**src/rtl/serial_subtractor_pkg.sv**
```systemverilog
// Shared types and constants for the bit-serial subtractor.
package serial_subtractor_pkg;

  typedef enum logic [1:0] {
    SS_IDLE = 2'd0,
    SS_RUN  = 2'd1,
    SS_DONE = 2'd2
  } ss_state_e;

  localparam int SS_DEFAULT_WIDTH = 8;

endpackage

```
**src/rtl/full_subtractor_1b.sv**
```systemverilog
// One-bit full-subtractor cell: d = a - b - bin, with borrow out.
module full_subtractor_1b (
  input  logic a,
  input  logic b,
  input  logic bin,
  output logic d,
  output logic bout
);

  assign d    = a ^ b ^ bin;
  assign bout = (~a & b) | (~(a ^ b) & bin);

endmodule

```
**src/rtl/serial_subtractor.sv**
```systemverilog
// Bit-serial a - b, LSB first, behind a start/done handshake.
// Optional signed overflow output: define SERIAL_SUBTRACTOR_OVF_EN.
module serial_subtractor
  import serial_subtractor_pkg::*;
#(
  parameter int WIDTH = SS_DEFAULT_WIDTH
) (
  input  logic             clk,
  input  logic             rst,
  input  logic             start,
  input  logic [WIDTH-1:0] a,
  input  logic [WIDTH-1:0] b,
  output logic             busy,
  output logic             done,
  output logic [WIDTH-1:0] diff,
  output logic             borrow_out
`ifdef SERIAL_SUBTRACTOR_OVF_EN
  ,
  output logic             ovf
`endif
);

  localparam int CW = $clog2(WIDTH);

  ss_state_e        state;
  logic [WIDTH-1:0] sh_a;
  logic [WIDTH-1:0] sh_b;
  logic [WIDTH-1:0] res;
  logic [CW-1:0]    cnt;
  logic             bin;
  logic             d;
  logic             bout;
  logic             last;

  full_subtractor_1b u_fs (
    .a   (sh_a[0]),
    .b   (sh_b[0]),
    .bin (bin),
    .d   (d),
    .bout(bout)
  );

  assign last = (cnt == CW'(WIDTH - 1));

  always_ff @(posedge clk or posedge rst) begin
    if (rst) begin
      state      <= SS_IDLE;
      sh_a       <= '0;
      sh_b       <= '0;
      res        <= '0;
      cnt        <= '0;
      bin        <= 1'b0;
      busy       <= 1'b0;
      done       <= 1'b0;
      diff       <= '0;
      borrow_out <= 1'b0;
    end else begin
      case (state)
        SS_RUN: begin
          res  <= {d, res[WIDTH-1:1]};
          sh_a <= sh_a >> 1;
          sh_b <= sh_b >> 1;
          bin  <= bout;
          cnt  <= cnt + 1'b1;
          if (last) begin
            state      <= SS_DONE;
            busy       <= 1'b0;
            done       <= 1'b1;
            diff       <= {d, res[WIDTH-1:1]};
            borrow_out <= bout;
          end
        end
        default: begin
          done <= 1'b0;
          if (start) begin
            state <= SS_RUN;
            busy  <= 1'b1;
            sh_a  <= a;
            sh_b  <= b;
            bin   <= 1'b0;
            cnt   <= '0;
          end else begin
            state <= SS_IDLE;
          end
        end
      endcase
    end
  end

`ifdef SERIAL_SUBTRACTOR_OVF_EN
  // Operand MSBs sit in bit 0 of the shifters on the final step.
  always_ff @(posedge clk or posedge rst) begin
    if (rst) begin
      ovf <= 1'b0;
    end else if (state == SS_RUN && last) begin
      ovf <= (sh_a[0] ^ sh_b[0]) & (d ^ sh_a[0]);
    end
  end
`endif

endmodule

```
**config.mk**
```make
export PLATFORM = sky130hd
export DESIGN_NAME = serial_subtractor
export DESIGN_NICKNAME = d
export VERILOG_FILES = /design/src/rtl/serial_subtractor_pkg.sv /design/src/rtl/full_subtractor_1b.sv /design/src/rtl/serial_subtractor.sv
export SDC_FILE = /design/constraint.sdc
export NUM_CORES = 1
export LEC_CHECK = 0
export ABC_AREA = 0
export CAP_MARGIN = 20
export CORE_ASPECT_RATIO = 1.1
export CORE_MARGIN = 2
export CORE_UTILIZATION = 56
export DETAILED_ROUTE_END_ITERATION = 16
export PLACE_DENSITY = 0.92
export RECOVER_POWER = 100
export SLEW_MARGIN = 20
export SYNTH_ARGS = -nofsm -noshare
export SYNTH_HDL_FRONTEND = slang
export SYNTH_SLANG_ARGS = --single-unit
```
**constraint.sdc**
```tcl
create_clock -name clk -period 3.8 [get_ports clk]
set_input_delay 0.76 -clock clk [delete_from_list [all_inputs] [get_ports clk]]
set_output_delay 0.76 -clock clk [all_outputs]
set_load 0.01 [all_outputs]
```
---- Word-level counts from Yosys, hierarchy flattened ----
Cells that the tools add are included.
word-level totals
  input bits .............................. 19
  word-level logic and storage cells ...... 40
  flip-flop bits (word level) ............. 41
operators by class
  muxes and demuxes ....................... 16
  add/subtract/negate cells ............... 1
  equal/unequal tests ..................... 3
  bitwise operators ....................... 7
  reductions and logical operators ........ 3
operator list
  cell                   count
  $mux W8                4
  $mux W1                8
  $mux W3                2
  $mux W2                2
  $reduce_and A2 Y1      2
  $add A3 B1 Y3 const B  1
  $eq A3 B3 Y1 const B   1
  $and A1 B1 Y1          2
  $eq A2 B1 Y1 const B   1
  $ne A2 B2 Y1 const B   1
  $not A1 Y1             2
  $reduce_bool A2 Y1     1
  $xor A1 B1 Y1          2
  $or A1 B1 Y1           1

---- Longest topological paths before layout ----
Gate-level depths: netlist of run 1.
  word-level depth ........................ 5
  depth in mapped cells ................... 5
  gate-level depth less buffers ........... 4

---- By module ----
From an unflattened synthesis of run 1, not the netlist that was laid out.
second synthesis, totals
  cells, all modules ...................... 116
  area, all modules ....................... 1830.5 um^2
modules (own cells, without submodules)
  module              times used  area each (um^2)  seq. area each (um^2)  cells an instance
  serial_subtractor   1           1799.2            975.9                  112
  full_subtractor_1b  1           31.3              0.0                    4

---- Worst setup path after synthesis of run 1 ----
No wires, ideal clock.
  path kind ............................... input port to flip-flop
  start point ............................. input start
  end point ............................... register sh_a[1]
  data required time ...................... 3.675 ns
  path buffers ............................ 1
  path slack .............................. 2.230 ns
  cell stages on the path ................. 3
  data arrival time ....................... 1.445 ns
  cells stage by stage .................... buf_6 mux2_4 mux2_4
on the way
  word-level cells in the longest chain between the ends .. 1
ends and longest elaborated chain
  what                                 line                     text
  start, declared                      serial_subtractor.sv:10  input logic start,
  $reduce_bool A2 Y1 (no source line)  --
  end signal, assigned                 serial_subtractor.sv:61  sh_a <= sh_a >> 1;
  end, declared                        serial_subtractor.sv:26  logic [WIDTH-1:0] sh_a;
Every way passes these cells.
A chain may end at the register's enable or synchronous reset.

==> metrics, run 1 <==
status finished with violations; drt total wl approximately 2900 um; Leak ~0.99 nW; Mapped Nets roughly 140; vias in the first global route roughly 1100; register area share after synthesis between 50% and 60%; total congestion overflow 0; detailed-placement wirelength estimate 2120 um; final instance area ~2100 um2; total setup buffers inserted after CTS 0; worst min-delay path class register to register; Core Area ~3100 um2; GPL Wtd Cong roughly 0.76; Reg clk slew, reported paths 100 ps; largest net degree at the start of global routing 40; Peak Freq 0.389 GHz; Die Area 3710 um2; CP max FO 39; CTS tree done; min Tclk post-route between 2000 and 3000 ps; commonest non-fill, non-tap cell in the layout dfrtp_1; Die Ht 63.7 um; cts bufs inserted 5; Clock Skews 9.44 ps; via-per-instance ratio between 5 and 6; most frequent cells in the layout dfrtp_1, mux2_2, clkdlybuf4s50_1; dpl cell area 2110 um2; final net count 170; Mapped Area between 1500 and 2000 um2; # hold bufs at CTS 0; final hold violations 0; Max-cap violations 1; Worst Setup Path Type primary input to async pin; number of remaining DRC errors 0; Final ANT Viol Nets 0; final setup violation count 0; setup TNS 0 ps; Yosys warning count 0; area of the multi-input gates ~730 um2; maximum buffer depth of the clock tree 2; WP data required 3870 ps; fin. max-slew vios 40; Starting Density 59.0%; via count between 900 and 1000; Die Span X 58.3 um; Mean Syn Cell Area between 15 and 20 um2; Slew @ Worst Pin roughly 2000 ps; Root Driver clkbuf_4; GR Util All Layers a little under a fifth; row count 21; IO Pins 30; RSZ-0062 raised after global routing false; CP startpoint kind primary input; Diodes inserted 0; first-pass GRT wire length about 5300 um; DR WL/cell 16.0 um; DR pass1 iterations 2; later-pin clock latency in the skew report approximately 340 ps; worst endpoint data arrival time 2630 ps; total power per unit cell area 729 nW/um2; period utilization 67.6%; register area roughly 980 um2; PostCTS Resize Cnt 0; clock sink count 39; critical path endpoint category async pin; number of port buffers 29; max_slew headroom -32.7%; register bit count reported by yosys 39; Initial DRC Count 14; Filler cells between 200 and 250; failing checks max-capacitance violations, max-slew violations; Post-Syn Instances roughly 120; Cell variety after synth 16; area grow syn2layout 16.6%; share of layout cells above drive strength 1 around 28%; initial antenna violation count 0; VDD IR max roughly 530 uV; H-Tree Depth 2
[layout make-up]
type | count | area share [%]
sequential | 39 | 46.2
multi-input combinational | 66 | 34.5
timing repair buffer | 31 | 14.1
clock buffer | 7 | 2.13
tap | 34 | 2.01
inverter | 5 | 0.888
clock inverter | 1 | 0.237
[power breakdown]
group | total (mW) | leakage [nW] | switching, mW | internal, mW
Combinational | 0.644 | 0.472 | 0.243 | 0.401
Sequential | 0.701 | 0.486 | 0.102 | 0.599
Clock | 0.195 | 0.0293 | 0.123 | 0.0721
Total | 1.54 | 0.986 | 0.468 | 1.07
[stage by stage]
stage	total power [mW]	worst slack, ps	cells	hold slack [ps]	utilization (%)
4_1_cts	1.62	1390	183	516	70.2
3_5_place_dp	1.42	1010	175	494	68.6
3_3_place_gp	1.38	1090	175	472	68.6
2_1_floorplan	1.20	2150	116	453	-
5_1_grt	1.66	714	183	529	68.7
6_report	1.54	1230	183	512	68.7
[path summary, 6_finish.rpt]
kind | startpoint | end | slack [ps] | cells past startpoint
max | rst | res[5] | 1230 | 3
min | cnt[0] | cnt[0] | 510 | 1
max reg2reg | cnt[0] | diff[6] | 2020 | 4
min reg2reg | cnt[0] | cnt[0] | 510 | 1
max in group clk | start | sh_a[4] | 1280 | 4
min in group asynchronous | rst | sh_a[2] | 1430 | 3
[registers in the layout, summed over array words and instances (netlist names)]
register	count
cnt	3
res	7
diff	8
busy	1
bin	1
borrow_out	1
state	1
sh_b	8
done	1
sh_a	8
[cells in the mapped netlist, drive strengths merged]
| library cell | instances | area, um2 |
|---|---|---|
| fa | 1 | 20.0 |
| a21oi | 1 | 5.00 |
| dfrtp | 39 | 976 |
| ha | 2 | 25.0 |
| nand3b | 1 | 7.51 |
| buf | 6 | 51.3 |
| mux2 | 45 | 597 |
| nor2b | 3 | 18.8 |
| nor2 | 3 | 11.3 |
| nand2b | 4 | 25.0 |
| mux2i | 5 | 50.1 |
| inv | 5 | 18.8 |
| o21a | 1 | 7.51 |
[per-layer routing]
layer	up-vias	global-route usage (%)	part of all wire, %
met3	4	8.01	7.2
li1	461	-	-
met2	27	30.0	49
met4	0	4.36	0.85
met5	-	0	0
met1	507	24.9	43
[logic make-up after synthesis]
group | after synthesis | synth area share [%]
AOI/OAI and AO/OA | 2 | 0.690
adders and majority gates | 3 | 2.48
buffers and inverters | 11 | 3.86
DFF | 39 | 53.8
muxes | 50 | 35.7
and+or+nand+nor | 11 | 3.45
[critical path, stage by stage]
cell             delay, ps
clkdlybuf4s50_1        390
inv_1                   50
clkbuf_1              1420
Note: power is estimated with default switching activity, not from simulation.
==> run 2: changes to the inputs <==
CORE_UTILIZATION = 47   (was 56)
PLACE_DENSITY = 0.84   (was 0.92)
clock period = 2.1 ns   (was 3.8 ns; I/O delays follow)
==> run 2 against run 1 <==
Against the previous run:
- the run now ends clean
- total power grew 100%
- first-iteration DRC count grew 50%
- die area grew 18%
- sequential share of layout area shrank 2.1 points
- largest power group unchanged
==> metrics, run 2 (synthesis gave the netlist of run 1 again) <==
register area 976 um2; detailed-placement wirelength estimate 2000 um; Initial DRC Count 21; Critical Path Source start; CTS tree done; final setup violation count 0; WP data required around 2300 ps; worst min-delay path class register to register; IO Pins 30; Critical Path Max Stage Delay roughly 450 ps; Clk pwr share around a fifth; maximum buffer depth of the clock tree 2; Filler cells around 340; pre-CTS setup slack between 200 and 250 ps; largest net degree at the start of global routing 40; min Tclk post-route ~1800 ps; PostCTS Resize Cnt 0; worst endpoint data arrival time between 1500 and 2000 ps; total congestion overflow 0; met1 track utilization from global routing a little over a fifth; GR peak layer met2; initial antenna violation count 0; period utilization about 85%; number of remaining DRC errors 0; fin. max-slew vios 0; commonest non-fill, non-tap cell in the layout dfrtp_1; cell internal pwr roughly 2.2 mW; max_slew headroom a little under two fifths; Die Span X 63.2 um; DR WL/cell roughly 15 um; share of layout cells above drive strength 1 28.9%; GPL Wtd Cong between 0.7 and 0.8; number of port buffers 29; cts bufs inserted 5; Comb pwr share 38.0%; status completed; final net count 173; Starting Density about half; vias in the first global route roughly 1100; via count a little under 1000; area grow syn2layout 22.1%; CP most frequent cell mux2_2; top flop regs diff: 8 flops, sh_a: 8 flops, sh_b: 8 flops; Final ANT Viol Nets 0; row count 23; Root Driver clkbuf_8; HP Start cnt[0]; M2 GR Usage a little under a quarter; VDD IR max around 840 uV; GR Util met3 around 5.2%; GR Util All Layers between 15 and 20%; clock sink count 39; PnR Total Power ~3.1 mW; Reg clk slew, reported paths roughly 70 ps; cell chain of the critical path clkdlybuf4s50_1 > clkbuf_2 > mux2_2 > mux2_2; Max-cap violations 0; CP max FO 22; Clock Skews about 9 ps; Worst Slack Setup Final roughly 310 ps; Die Area roughly 4400 um2; Core Area 3680 um2; Die Ht around 70 um; Worst Setup Path Type primary input to register; most frequent cells in the layout dfrtp_1, mux2_2, clkdlybuf4s50_1; # hold bufs at CTS 0; total setup buffers inserted after CTS 0; Sw Ratio between 20 and 30%; CP startpoint kind primary input; RSZ-0062 raised after global routing false; Reg-to-Reg Start cnt[0]; Slew @ Worst Pin 940 ps; H-Tree Depth 2; Leak just over 1 nW; DR pass1 iterations 4; final hold violations 0; Peak Freq roughly 0.56 GHz; total power per unit cell area 1390 nW/um2; drt total wl approximately 2900 um; later-pin clock latency in the skew report 290 ps; slowest CP cell clkdlybuf4s50_1; Diodes inserted 0; area of the multi-input gates 722 um2; setup TNS 0 ps; share of total power in sequential cells between 40% and 50%; Worst Hold Margin approximately 480 ps; critical path endpoint category register; via-per-instance ratio 4.88; NetSw between 0.8 and 0.9 mW; first-pass GRT wire length about 5300 um
[run 2: cell count changes in the layout (fill, tap and decap cells not counted), sizes merged]
| cell | delta |
|---|---|
| clkinv | -1 |
| inv | +1 |
| bufinv | +1 |
| clkbuf | +2 |
[run 2: area by class of cell]
class,count,area share (%)
flip-flops and latches,39,44.1
multi-input cells,66,32.6
repair buffers,34,14.1
clock buffers,6,3.73
well taps,50,2.83
clock inverters,2,1.75
inverters,5,0.848
[run 2: path summary, 6_finish.rpt]
check	to	slack [ps]	cells after the start
setup / recovery	sh_b[4]	310	4
hold / removal	cnt[0]	480	1
setup reg to reg	diff[6]	400	4
hold reg to reg	cnt[0]	480	1
max in group asynchronous	sh_b[5]	660	3
min in group asynchronous	sh_a[7]	850	3
[run 2: critical path, delay by kind of cell]
family / cells / cell delay (ps)
buffers and inverters: 2 / 880
multiplexers: 2 / 650
[run 2: power groups by stage]
stage	combinational (mW)	sequential (mW)	clock, mW
6_report	1.17	1.27	0.644
5_1_grt	1.29	1.32	0.694
4_1_cts	1.30	1.29	0.660
3_5_place_dp	1.29	1.29	0
3_3_place_gp	1.25	1.27	0
2_1_floorplan	0.882	1.29	0
[run 2: metal layers]
layer	wire [um]	part of all wire (%)
met5	0	0
met4	29	0.99
met3	165	5.6
met2	1420	48
met1	1320	45
[run 2: stage by stage]
stage	cell area, um2	cells	util [%]
3_5_place_dp	2160	194	58.8
6_report	2210	202	60.1
3_3_place_gp	2160	194	58.8
5_1_grt	2210	202	60.1
4_1_cts	2290	202	62.1
2_1_floorplan	1810	116	-
==> run 3: changes to the inputs <==
CORE_MARGIN = 1.5   (was 2)
==> run 3 against run 2 <==
Against the previous run:
- sequential cell count unchanged
- register-to-register slack about the same
- sequential share of layout area increased by 0.40 points
- clock skew decreased by 6.9 ps
- routed wire length about the same
- worst hold slack improved by 23 ps
- highest routed layer unchanged
- non-clock buffer count increased by 1
- global-route usage increased by 0.94 points
- combinational power about the same
- critical endpoint is now sh_a[2]
- critical path type unchanged
- total power decreased by 4.0%
==> metrics, run 3 (synthesis gave the netlist of run 1 again) <==
status completed; Sw Ratio roughly 29%; CP max FO 22; min Tclk post-route about 1800 ps; NetSw between 0.8 and 0.9 mW; WP buf/inv 2; VDD IR max between 800 and 900 uV; PostCTS Resize Cnt 0; Initial DRC Count 16; share of layout cells above drive strength 1 29.6%; GR Util All Layers 16.6%; via-per-instance ratio between 4 and 5; Die Span X approximately 62 um; maximum buffer depth of the clock tree 2; cell internal pwr 2.09 mW; Critical Path Max Stage Delay 450 ps; worst endpoint data arrival time around 2000 ps; IO Pins 30; GPL Wtd Cong 0.745; Comb pwr share 40.7%; critical path endpoint category register; H-Tree Depth 2; DR pass1 iterations 4; Reg clk slew, reported paths 70 ps; period utilization a little over four fifths; DR WL/cell between 10 and 15 um; slowest CP cell clkdlybuf4s50_1; Clk pwr share 16.7%; Starting Density around half; Critical Path Source start; clock sink count 39; largest net degree at the start of global routing 40; Diodes inserted 0; area grow syn2layout 21.0%; Reg-to-Reg Start cnt[0]; Crit path max-delay family buffers and inverters; Final ANT Viol Nets 0; via count approximately 1000; CTS tree done; Max-cap violations 0; Clock Skews 2.17 ps; later-pin clock latency in the skew report around 280 ps; row count 23; most frequent cells in the layout dfrtp_1, mux2_2, clkdlybuf4s50_1; final hold violations 0; cell chain of the critical path clkdlybuf4s50_1 > clkbuf_2 > mux2_1 > mux2_4; total congestion overflow 0; commonest non-fill, non-tap cell in the layout dfrtp_1; total power per unit cell area 1350 nW/um2; WP data required 2270 ps; Leak approximately 1.0 nW; vias in the first global route roughly 1100; top flop regs diff: 8 flops, sh_a: 8 flops, sh_b: 8 flops; final net count 174; PnR Total Power 2.96 mW; total setup buffers inserted after CTS 0; Root Driver clkbuf_8; max_slew headroom about two fifths; Peak Freq ~0.56 GHz; Worst Setup Path Type primary input to register; detailed-placement wirelength estimate 2060 um; fin. max-slew vios 0; number of port buffers 29; drt total wl ~3000 um; Die Area 4240 um2; first-pass GRT wire length about 5300 um; share of total power in sequential cells a little over two fifths; Die Ht ~68 um; initial antenna violation count 0; worst min-delay path class register to register; setup TNS 0 ps; # hold bufs at CTS 0; cts bufs inserted 5; HP Start diff[0]; final setup violation count 0; RSZ-0062 raised after global routing false; CP startpoint kind primary input; Core Area between 3000 and 4000 um2; Slew @ Worst Pin between 900 and 1000 ps; number of remaining DRC errors 0; Util after Layout between 60% and 70%
run 3: cell count changes in the layout (fill, tap and decap cells not counted):
cell	before	now
buf_4	0	2
bufinv_16	1	0
clkbuf_1	2	1
clkbuf_2	3	2
clkbuf_4	0	1
clkinv_2	0	1
inv_6	1	0
run 3: routing by layer:
layer / track usage, % / vias to the layer above / share of wire, %
li1: - / 468 / -
met1: 20.0 / 483 / 44
met2: 27.4 / 25 / 47
met3: 7.73 / 2 / 7.7
met4: 4.17 / 0 / 0.78
met5: 0 / - / 0
run 3: area by class of cell:
class / instances / area (um2)
sequential: 39 / 976
tap: 50 / 62.6
clock buffer: 6 / 82.6
fill: 311 / 1460
multi-input combinational: 66 / 722
inverter: 5 / 18.8
timing repair buffer: 35 / 327
clock inverter: 1 / 5.00
run 3: path summary, 6_finish.rpt:
path / cells after the start / slack, ps / to
hold reg to reg: 1 / 500 / diff[0]
setup reg to reg: 4 / 400 / diff[2]
min in group asynchronous: 3 / 880 / sh_b[3]
max in group asynchronous: 3 / 660 / res[1]
hold / removal: 1 / 500 / diff[0]
setup / recovery: 4 / 320 / sh_a[2]
run 3: stage by stage:
step                      cell area [um2]  hold slack, ps  std cells  worst slack, ps
after floorplan                      1810             453        116              595
final                                2190             503        202              321
after global routing                 2190             522        202              239
after CTS                            2260             505        202              376
after global placement               2170             468        195              269
after detailed placement             2170             494        195              240
run 3: power by group through the flow:
stage          Combinational [mW]  Clock, mW  Sequential [mW]
2_1_floorplan               0.882          0             1.29
3_3_place_gp                 1.26          0             1.27
3_5_place_dp                 1.32          0             1.29
4_1_cts                      1.33      0.511             1.28
5_1_grt                      1.32      0.547             1.31
6_report                     1.20      0.495             1.26
